--- config.mk ---
export PLATFORM = sky130hd
export DESIGN_NAME = redirect_collector
export DESIGN_NICKNAME = d
export VERILOG_FILES = /design/src/rtl/redirect_collector_pkg.sv /design/src/rtl/redirect_age_select.sv /design/src/rtl/redirect_collector.sv
export SDC_FILE = /design/constraint.sdc
export NUM_CORES = 1
export LEC_CHECK = 0
export ABC_AREA = 1
export BUFFER_PORTS_ARGS = -buffer_cell sky130_fd_sc_hd__buf_2
export CAP_MARGIN = 30
export CORE_MARGIN = 4
export CORE_UTILIZATION = 25
export DETAILED_ROUTE_END_ITERATION = 12
export GPL_ROUTABILITY_DRIVEN = 0
export SLEW_MARGIN = 25
export SYNTH_ARGS = -nofsm -noshare
export SYNTH_HDL_FRONTEND = slang
export SYNTH_SLANG_ARGS = --single-unit
--- constraint.sdc ---
create_clock -name clock -period 5.1 [get_ports clock]
set_input_delay 0.51 -clock clock [delete_from_list [all_inputs] [get_ports clock]]
set_output_delay 0.51 -clock clock [all_outputs]
set_load 0.02 [all_outputs]
--- src/rtl/redirect_collector_pkg.sv ---
// Shared types for the redirect collector slice.
//   rob_ptr_t  : ROB pointer (wrap flag + 5-bit index)
//   ftq_ptr_t  : FTQ pointer (wrap flag + 3-bit index)
//   redirect_t : one redirect record (ROB ptr, FTQ ptr, FTQ offset, target)
//   isOlder    : circular-pointer age compare; equal pointers are not older
package redirect_collector_pkg;

  localparam int unsigned VADDR_BITS = 39;

  typedef struct packed {
    logic       flag;
    logic [4:0] value;
  } rob_ptr_t;

  typedef struct packed {
    logic       flag;
    logic [2:0] value;
  } ftq_ptr_t;

  typedef struct packed {
    rob_ptr_t              rob_idx;
    ftq_ptr_t              ftq_idx;
    logic [2:0]            ftq_offset;
    logic [VADDR_BITS-1:0] target;
  } redirect_t;

  // Same wrap flag: smaller index is older. Different flags: the larger
  // index was allocated before the wrap, so it is the older one.
  function automatic logic isOlder(rob_ptr_t a, rob_ptr_t b);
    return (a.flag == b.flag) ? (a.value < b.value) : (a.value > b.value);
  endfunction

endpackage

--- src/rtl/redirect_age_select.sv ---
// Combinational 2-input oldest-redirect selector.
//   cand_valid_0/1, cand_0/1 : candidate redirects from the two jump units
//   win_valid, win           : the oldest valid candidate (port 0 on a tie)
module redirect_age_select
  import redirect_collector_pkg::*;
(
  input  logic      cand_valid_0,
  input  redirect_t cand_0,
  input  logic      cand_valid_1,
  input  redirect_t cand_1,
  output logic      win_valid,
  output redirect_t win
);

  logic pick_1;

  always_comb begin
    // Port 1 only wins when strictly older, so equal ages favour port 0.
    pick_1    = cand_valid_1 & (~cand_valid_0 | isOlder(cand_1.rob_idx, cand_0.rob_idx));
    win_valid = cand_valid_0 | cand_valid_1;
    win       = pick_1 ? cand_1 : cand_0;
  end

endmodule

--- src/rtl/redirect_collector.sv ---
// Collects mispredict redirects from two jump units into a single held
// redirect for the FTQ, keeping the oldest one and honouring ROB flushes.
//   clock, reset           : clock, asynchronous active-low reset
//   in_*_0 / in_*_1        : redirect inputs from jump units 0 and 1
//   flush_*                : ROB flush (kills entries equal-or-younger)
//   out_ready              : FTQ accepts the held redirect
//   out_valid, out_*       : held redirect, driven straight from flops
//   drop_count             : saturating count of dropped candidates
module redirect_collector
  import redirect_collector_pkg::*;
(
  input  logic                  clock,
  input  logic                  reset,
  input  logic                  in_valid_0,
  input  logic                  in_robIdx_flag_0,
  input  logic [4:0]            in_robIdx_value_0,
  input  logic                  in_ftqIdx_flag_0,
  input  logic [2:0]            in_ftqIdx_value_0,
  input  logic [2:0]            in_ftqOffset_0,
  input  logic [VADDR_BITS-1:0] in_target_0,
  input  logic                  in_isMisPred_0,
  input  logic                  in_valid_1,
  input  logic                  in_robIdx_flag_1,
  input  logic [4:0]            in_robIdx_value_1,
  input  logic                  in_ftqIdx_flag_1,
  input  logic [2:0]            in_ftqIdx_value_1,
  input  logic [2:0]            in_ftqOffset_1,
  input  logic [VADDR_BITS-1:0] in_target_1,
  input  logic                  in_isMisPred_1,
  input  logic                  flush_valid,
  input  logic                  flush_robIdx_flag,
  input  logic [4:0]            flush_robIdx_value,
  input  logic                  out_ready,
  output logic                  out_valid,
  output logic                  out_robIdx_flag,
  output logic [4:0]            out_robIdx_value,
  output logic                  out_ftqIdx_flag,
  output logic [2:0]            out_ftqIdx_value,
  output logic [2:0]            out_ftqOffset,
  output logic [VADDR_BITS-1:0] out_target,
  output logic [7:0]            drop_count
);

  redirect_t  cand_0, cand_1, win, hold_d, hold_q;
  rob_ptr_t   flush_rob;
  logic       cand_valid_0, cand_valid_1, win_valid;
  logic       hold_valid_d, hold_valid_q;
  logic       fire, hold_live, load;
  logic [1:0] n_drop;
  logic [8:0] drop_sum;
  logic [7:0] drop_count_d, drop_count_q;

  always_comb begin
    flush_rob = '{flag: flush_robIdx_flag, value: flush_robIdx_value};
    cand_0 = '{rob_idx:    '{flag: in_robIdx_flag_0, value: in_robIdx_value_0},
               ftq_idx:    '{flag: in_ftqIdx_flag_0, value: in_ftqIdx_value_0},
               ftq_offset: in_ftqOffset_0,
               target:     in_target_0};
    cand_1 = '{rob_idx:    '{flag: in_robIdx_flag_1, value: in_robIdx_value_1},
               ftq_idx:    '{flag: in_ftqIdx_flag_1, value: in_ftqIdx_value_1},
               ftq_offset: in_ftqOffset_1,
               target:     in_target_1};
    cand_valid_0 = in_valid_0 & in_isMisPred_0 &
                   ~(flush_valid & ~isOlder(cand_0.rob_idx, flush_rob));
    cand_valid_1 = in_valid_1 & in_isMisPred_1 &
                   ~(flush_valid & ~isOlder(cand_1.rob_idx, flush_rob));
  end

  redirect_age_select u_age_select (
    .cand_valid_0 (cand_valid_0),
    .cand_0       (cand_0),
    .cand_valid_1 (cand_valid_1),
    .cand_1       (cand_1),
    .win_valid    (win_valid),
    .win          (win)
  );

  always_comb begin
    // A firing hold leaves regardless of the flush; the flush then only
    // filters the candidates that may take its place.
    fire      = hold_valid_q & out_ready;
    hold_live = hold_valid_q & ~(flush_valid & ~isOlder(hold_q.rob_idx, flush_rob));
    load      = win_valid & (fire | ~hold_live | isOlder(win.rob_idx, hold_q.rob_idx));

    hold_valid_d = load | (hold_live & ~fire);
    hold_d       = load ? win : hold_q;

    // Every surviving candidate not loaded is a drop; load implies one exists.
    n_drop       = {1'b0, cand_valid_0} + {1'b0, cand_valid_1} - {1'b0, load};
    drop_sum     = {1'b0, drop_count_q} + {7'd0, n_drop};
    drop_count_d = drop_sum[8] ? '1 : drop_sum[7:0];
  end

  always_ff @(posedge clock or negedge reset) begin
    if (!reset) begin
      hold_valid_q <= 1'b0;
      hold_q       <= '0;
      drop_count_q <= '0;
    end else begin
      hold_valid_q <= hold_valid_d;
      hold_q       <= hold_d;
      drop_count_q <= drop_count_d;
    end
  end

  assign out_valid        = hold_valid_q;
  assign out_robIdx_flag  = hold_q.rob_idx.flag;
  assign out_robIdx_value = hold_q.rob_idx.value;
  assign out_ftqIdx_flag  = hold_q.ftq_idx.flag;
  assign out_ftqIdx_value = hold_q.ftq_idx.value;
  assign out_ftqOffset    = hold_q.ftq_offset;
  assign out_target       = hold_q.target;
  assign drop_count       = drop_count_q;

endmodule

==> impl_metrics.json, run 1 <==
{
  "crit_arrival_ps": 4870,
  "powerDensity_nw_per_um2": 413,
  "diodes": 0,
  "drive_gt1_share_pct": 39.0,
  "synth_nets": 641,
  "ir_drop_mv": 0.189,
  "coreArea_sq_um": 15800,
  "yosysTopAreaCell": "dfrtp_1",
  "async_reset_ff_share_pct": 100,
  "yosys_warnings": 0,
  "port_buffers": 178,
  "clk_path_buf_depth": 2,
  "hpwl_mm": 8.23,
  "seq_area_frac_synth_pct": 37.9,
  "total_leakage_power_nw": 3.07,
  "crit_path_start_kind": "input port",
  "routedWlPerCell_um": 12.5,
  "grt.total_usage_pct": 12.1,
  "grt_pass1_wl_mm": 17.7,
  "reg2reg_from": "out_robIdx_value[2]",
  "synth_area_sq_um": 4030,
  "cp_slowest_stage_delay_ps": 320,
  "dp_slack_ps": -75.1,
  "r2r-end": "drop_count[5]",
  "dpl-instance-area_sq_um": 5120,
  "num_rows": 46,
  "cts_buffers": 9,
  "r2r_cells": 25,
  "timing.final.ws_setup_ps": 488,
  "yosys-top-cells-area": "dfrtp_1 (38%), nand2_1 (15%), mux2_2 (13%)",
  "final_area_sq_um": 5410,
  "maxCapViolations": 0,
  "die_y_um": 135,
  "first_global_vias": 3594,
  "hp-class": "input port to async pin",
  "slowest_stage": "ha_1",
  "dieArea_sq_um": 18200,
  "synth_edf_count": 0,
  "end_kind": "flop",
  "htree_levels": 3,
  "status": "completed",
  "num_vias": 3785,
  "yosysMostFrequentCell": "nand2_1",
  "synth_cells": 493,
  "syn2layout_area_growth_pct": 34.3,
  "ctsHoldBuffers": 0,
  "drt_iter0_markers": 115,
  "setup_viol": 0,
  "ys.flop_type": "dfrtp_1",
  "io_pins": 179,
  "grt_start_max_net_pins": 62,
  "viasPerCell": 4.24,
  "relSlewSlack_pct": 46.0,
  "overflow": 0,
  "antenna_found_initial": 1,
  "slew_viol_final": 0,
  "clock-skew-final_ps": 6.52,
  "die_x_um": 135,
  "cts.sinks": 61,
  "antenna_left": 0,
  "synth_top_area_share_pct": 37.9,
  "crit_required_ps": 5360,
  "worst_pin_slew_ps": 811,
  "period_needed_ps": 4610,
  "syn_avg_cell_area_sq_um": 8.17,
  "period_share_pct": 90.4,
  "cts_root_buf": "clkbuf_16",
  "synth_common_cells": "nand2_1 (160), nand3_1 (66), dfrtp_1 (61), inv_1 (49), mux2_2 (46)",
  "ff2ff_setup_slack_ps": 1510,
  "timing_hold_violations_final": 0,
  "ys_ff_latch": 61,
  "routed_wl_mm": 11.1,
  "initial_core_util_pct": 25.4,
  "clock_latency_ps": 330,
  "worstSetupPathType": "input port to flop",
  "worstPathMaxFanout": 12,
  "synth_cell_types": 28,
  "drc": 0,
  "max_clock_freq_ghz": 0.217,
  "cts_tree": "built",
  "nNetsFinal": 820,
  "clk_transition_reported_paths_ps": 50,
  "drt-pass1-iter-count": 6
}
critical path, delay by kind of cell:
family,cells,cell delay (ps)
simple gates,18,2040
xor+xnor,1,170
fa+ha+maj,5,1320
compound gates,3,400
buf+inv,7,450
report_power, final:
group,leakage (nW),switching [mW],internal [mW]
logic,2.19,0.598,0.345
registers,0.749,0.103,0.643
clock network,0.129,0.218,0.325
total,3.07,0.920,1.31
cells in the final DEF (no fill, tap or decap), types with 5 or more instances in the layout:
cell type  instances
a21oi_1           14
buf_2            178
buf_4             11
clkbuf_16          9
clkinv_2           5
dfrtp_1           61
ha_1              29
inv_1             49
mux2_2            46
nand2_1          159
nand3_1           66
nor2_1            15
area by class of cell:
type,instances,area [sq um]
Fill cell,1722,10400
Multi-Input combinational cell,360,2190
Sequential cell,61,1530
Timing Repair Buffer,189,973
Tap cell,216,270
Clock buffer,11,233
Inverter,51,193
Clock inverter,5,27.5
metrics by stage:
step	instances	TNS [ps]	util, %	total power [mW]	hold WS (ps)
4_1_cts	892	0	34.0	2.27	397
3_5_place_dp	876	-182	32.3	1.70	453
5_1_grt	893	-41.2	34.2	2.43	441
2_1_floorplan	493	0	-	1.36	214
6_report	893	0	34.2	2.23	368
3_3_place_gp	876	0	32.3	1.69	449
worst max-delay path by stage:
stage                                startpoint            end  slack, ps  cells after the start
final                     flush_robIdx_value[4]  drop_count[5]        490                     34
after CTS                 flush_robIdx_value[4]  drop_count[5]        270                     34
after floorplan           flush_robIdx_value[4]  drop_count[5]         20                     36
after detailed placement  flush_robIdx_value[4]  drop_count[2]        -80                     32
after global routing      flush_robIdx_value[4]  drop_count[5]        -30                     35
after global placement    flush_robIdx_value[4]  drop_count[5]         30                     34
sequential cells by signal (all words and copies together), names as in the netlist:
| register | flops |
|---|---|
| out_target | 39 |
| drop_count | 8 |
| out_robIdx_value | 5 |
| out_ftqIdx_value | 3 |
| out_ftqOffset | 3 |
| out_ftqIdx_flag | 1 |
| out_robIdx_flag | 1 |
| out_valid | 1 |
cells by family after synthesis:
logic type               after synthesis  share of synthesized area, %
AO/OA/AOI/OAI                         23                          2.98
XOR/XNOR                               3                         0.653
adder cells (fa/ha/maj)               30                          9.51
buffers and inverters                 72                          8.51
flip-flops                            61                          37.9
multiplexers                          46                          12.9
AND/OR/NAND/NOR                      258                          27.6
routing by layer:
metal  share of wire (%)  track usage [%]  vias up
li1                    -                -     1965
met5               0.063                0        -
met4                 1.0             3.05        2
met1                  44             15.0     1691
met2                  47             20.4      117
met3                 7.5             3.95       10
what timing repair did:
action	4_1_cts	5_1_grt
gates resized for setup	0	5
endpoints found under the setup margin	0	8
setup buffers	0	1
No activity file was read; power rests on OpenSTA's default activity.
==> run 2, diff against run 1 <==
--- a/config.mk
+++ b/config.mk
@@ -10,6 +10,7 @@
 export CAP_MARGIN = 30
 export CORE_MARGIN = 4
 export CORE_UTILIZATION = 25
+export CTS_BUF_LIST = sky130_fd_sc_hd__clkbuf_2 sky130_fd_sc_hd__clkbuf_4 sky130_fd_sc_hd__clkbuf_8
 export DETAILED_ROUTE_END_ITERATION = 12
 export GPL_ROUTABILITY_DRIVEN = 0
 export SLEW_MARGIN = 25
==> impl_metrics.json, run 2 (synthesized netlist as in run 1, its figures left out) <==
{
  "status": "completed",
  "end_kind": "flop",
  "fill_cells": 1730,
  "critPathTopFamily": "simple AND/OR/NAND/NOR gates",
  "nNetsFinal": 820,
  "die_y_um": 135,
  "ir_drop_mv": 0.189,
  "first_global_vias": 3589,
  "cts_tree": "built",
  "worst_pin_slew_ps": 819,
  "crit_arrival_ps": 4890,
  "relSlewSlack_pct": 45.4,
  "coreArea_sq_um": 15800,
  "drc": 0,
  "setup_viol": 0,
  "crit_path_start_kind": "input port",
  "slowest_stage": "ha_1",
  "final_cell_mix": "buf_2 (178), nand2_1 (159), nand3_1 (66)",
  "port_buffers": 178,
  "drt-pass1-iter-count": 6,
  "diodes": 0,
  "seq_area_sq_um": 1530,
  "clock_latency_ps": 340,
  "dieArea_sq_um": 18200,
  "crit_buf_inv": 7,
  "routedWlPerCell_um": 12.5,
  "cp_slowest_stage_delay_ps": 320,
  "drt_iter0_markers": 115,
  "worstSetupPathType": "input port to flop",
  "dp_slack_ps": -75.1,
  "period_needed_ps": 4610,
  "slew_viol_final": 0,
  "die_x_um": 135,
  "antenna_found_initial": 1,
  "maxCapViolations": 0,
  "routed_wl_mm": 11.1,
  "timing_hold_violations_final": 0,
  "cts_buffers": 9,
  "grt_pass1_wl_mm": 17.6,
  "cts_root_buf": "clkbuf_8",
  "initial_core_util_pct": 25.4,
  "grt_start_max_net_pins": 62,
  "htree_levels": 3,
  "setup_tns_ps": 0,
  "period_share_pct": 90.5,
  "io_pins": 179,
  "powerDensity_nw_per_um2": 389,
  "largest_reg_flops": 39,
  "drive_gt1_share_pct": 39.1,
  "hpwl_mm": 8.23,
  "hp-class": "input port to async pin",
  "syn2layout_area_growth_pct": 31.9,
  "total_leakage_power_nw": 3.03,
  "clock-skew-final_ps": 8.91,
  "max_clock_freq_ghz": 0.217,
  "clk_path_buf_depth": 2,
  "multiInputGateArea_sq_um": 2180,
  "num_rows": 46,
  "overflow": 0,
  "worstPathMaxFanout": 12,
  "crit_required_ps": 5370,
  "antenna_left": 0,
  "mostFrequentLayoutCell": "buf_2",
  "grt.total_usage_pct": 12.1,
  "timing.final.ws_setup_ps": 485,
  "cts.sinks": 61,
  "viasPerCell": 4.24,
  "num_vias": 3788,
  "clk_transition_reported_paths_ps": 70
}
run 2: per-stage QoR:
stage	power, mW	hold WS [ps]	cell area, sq um	cells	util [%]
floorplan	1.36	214	4030	493	-
global placement	1.69	449	5120	876	32.3
detailed placement	1.70	453	5120	876	32.3
CTS	2.10	369	5290	892	33.4
global route	2.26	411	5310	893	33.6
finish	2.07	352	5310	893	33.6
run 2: worst paths after layout:
path | from | end | slack [ps] | depth (start not counted)
hold reg to reg | out_target[3] | out_target[3] | 460 | 2
setup reg to reg | out_robIdx_value[2] | drop_count[5] | 1520 | 25
max in group asynchronous | reset | out_target[24] | 4220 | 2
min in group clock | out_target[3] | out_target[3] | 460 | 2
setup / recovery | flush_robIdx_value[4] | drop_count[5] | 490 | 34
hold / removal | reset | out_robIdx_value[2] | 350 | 2
run 2: cell type report:
class                      count  share of cell area, %
timing repair buffer         189                   18.3
tap                          216                   5.09
clock buffer                  11                   2.61
clock inverter                 5                  0.518
sequential                    61                   28.7
inverter                      51                   3.63
multi-input combinational    360                   41.1
run 2: report_power, final:
group          internal, mW  switching, mW
registers             0.642          0.104
logic                 0.345          0.599
clock network         0.184          0.195
run 2: worst reg2reg max path: stages, from the launching register on:
cell and delay [ps]:
dfrtp_1 420, ha_1 300, a21oi_1 180, nor2_1 60, nor2_1 100, o31ai_1 90, nor2_1 90, nand2_1 50
nand3_1 90, nand3_1 90, inv_1 110, nand3_4 90, nand2_4 60, inv_1 40, ha_1 260, inv_1 40
ha_1 170, xor2_1 170, ha_1 290, nand2_1 40, o21ai_1 160, inv_1 90, nor3_2 130, inv_1 70
or2_2 270, nand3_1 70
run 2: what timing repair did:
item / 4_1_cts / 5_1_grt
resized for setup: 0 / 4
setup buffers: 0 / 1
endpoints found under the setup margin: 0 / 8
hold buffers: 0 / 0
hold endpoints to repair: 0 / 0
run 2: routing by layer:
layer  routed length [um]  up-vias  GRT usage [%]
met3                  838       10           3.95
li1                     -     1965              -
met2                 5290      115           20.3
met1                 4880     1696           14.9
met5                    7        -              0
met4                  119        2           3.05
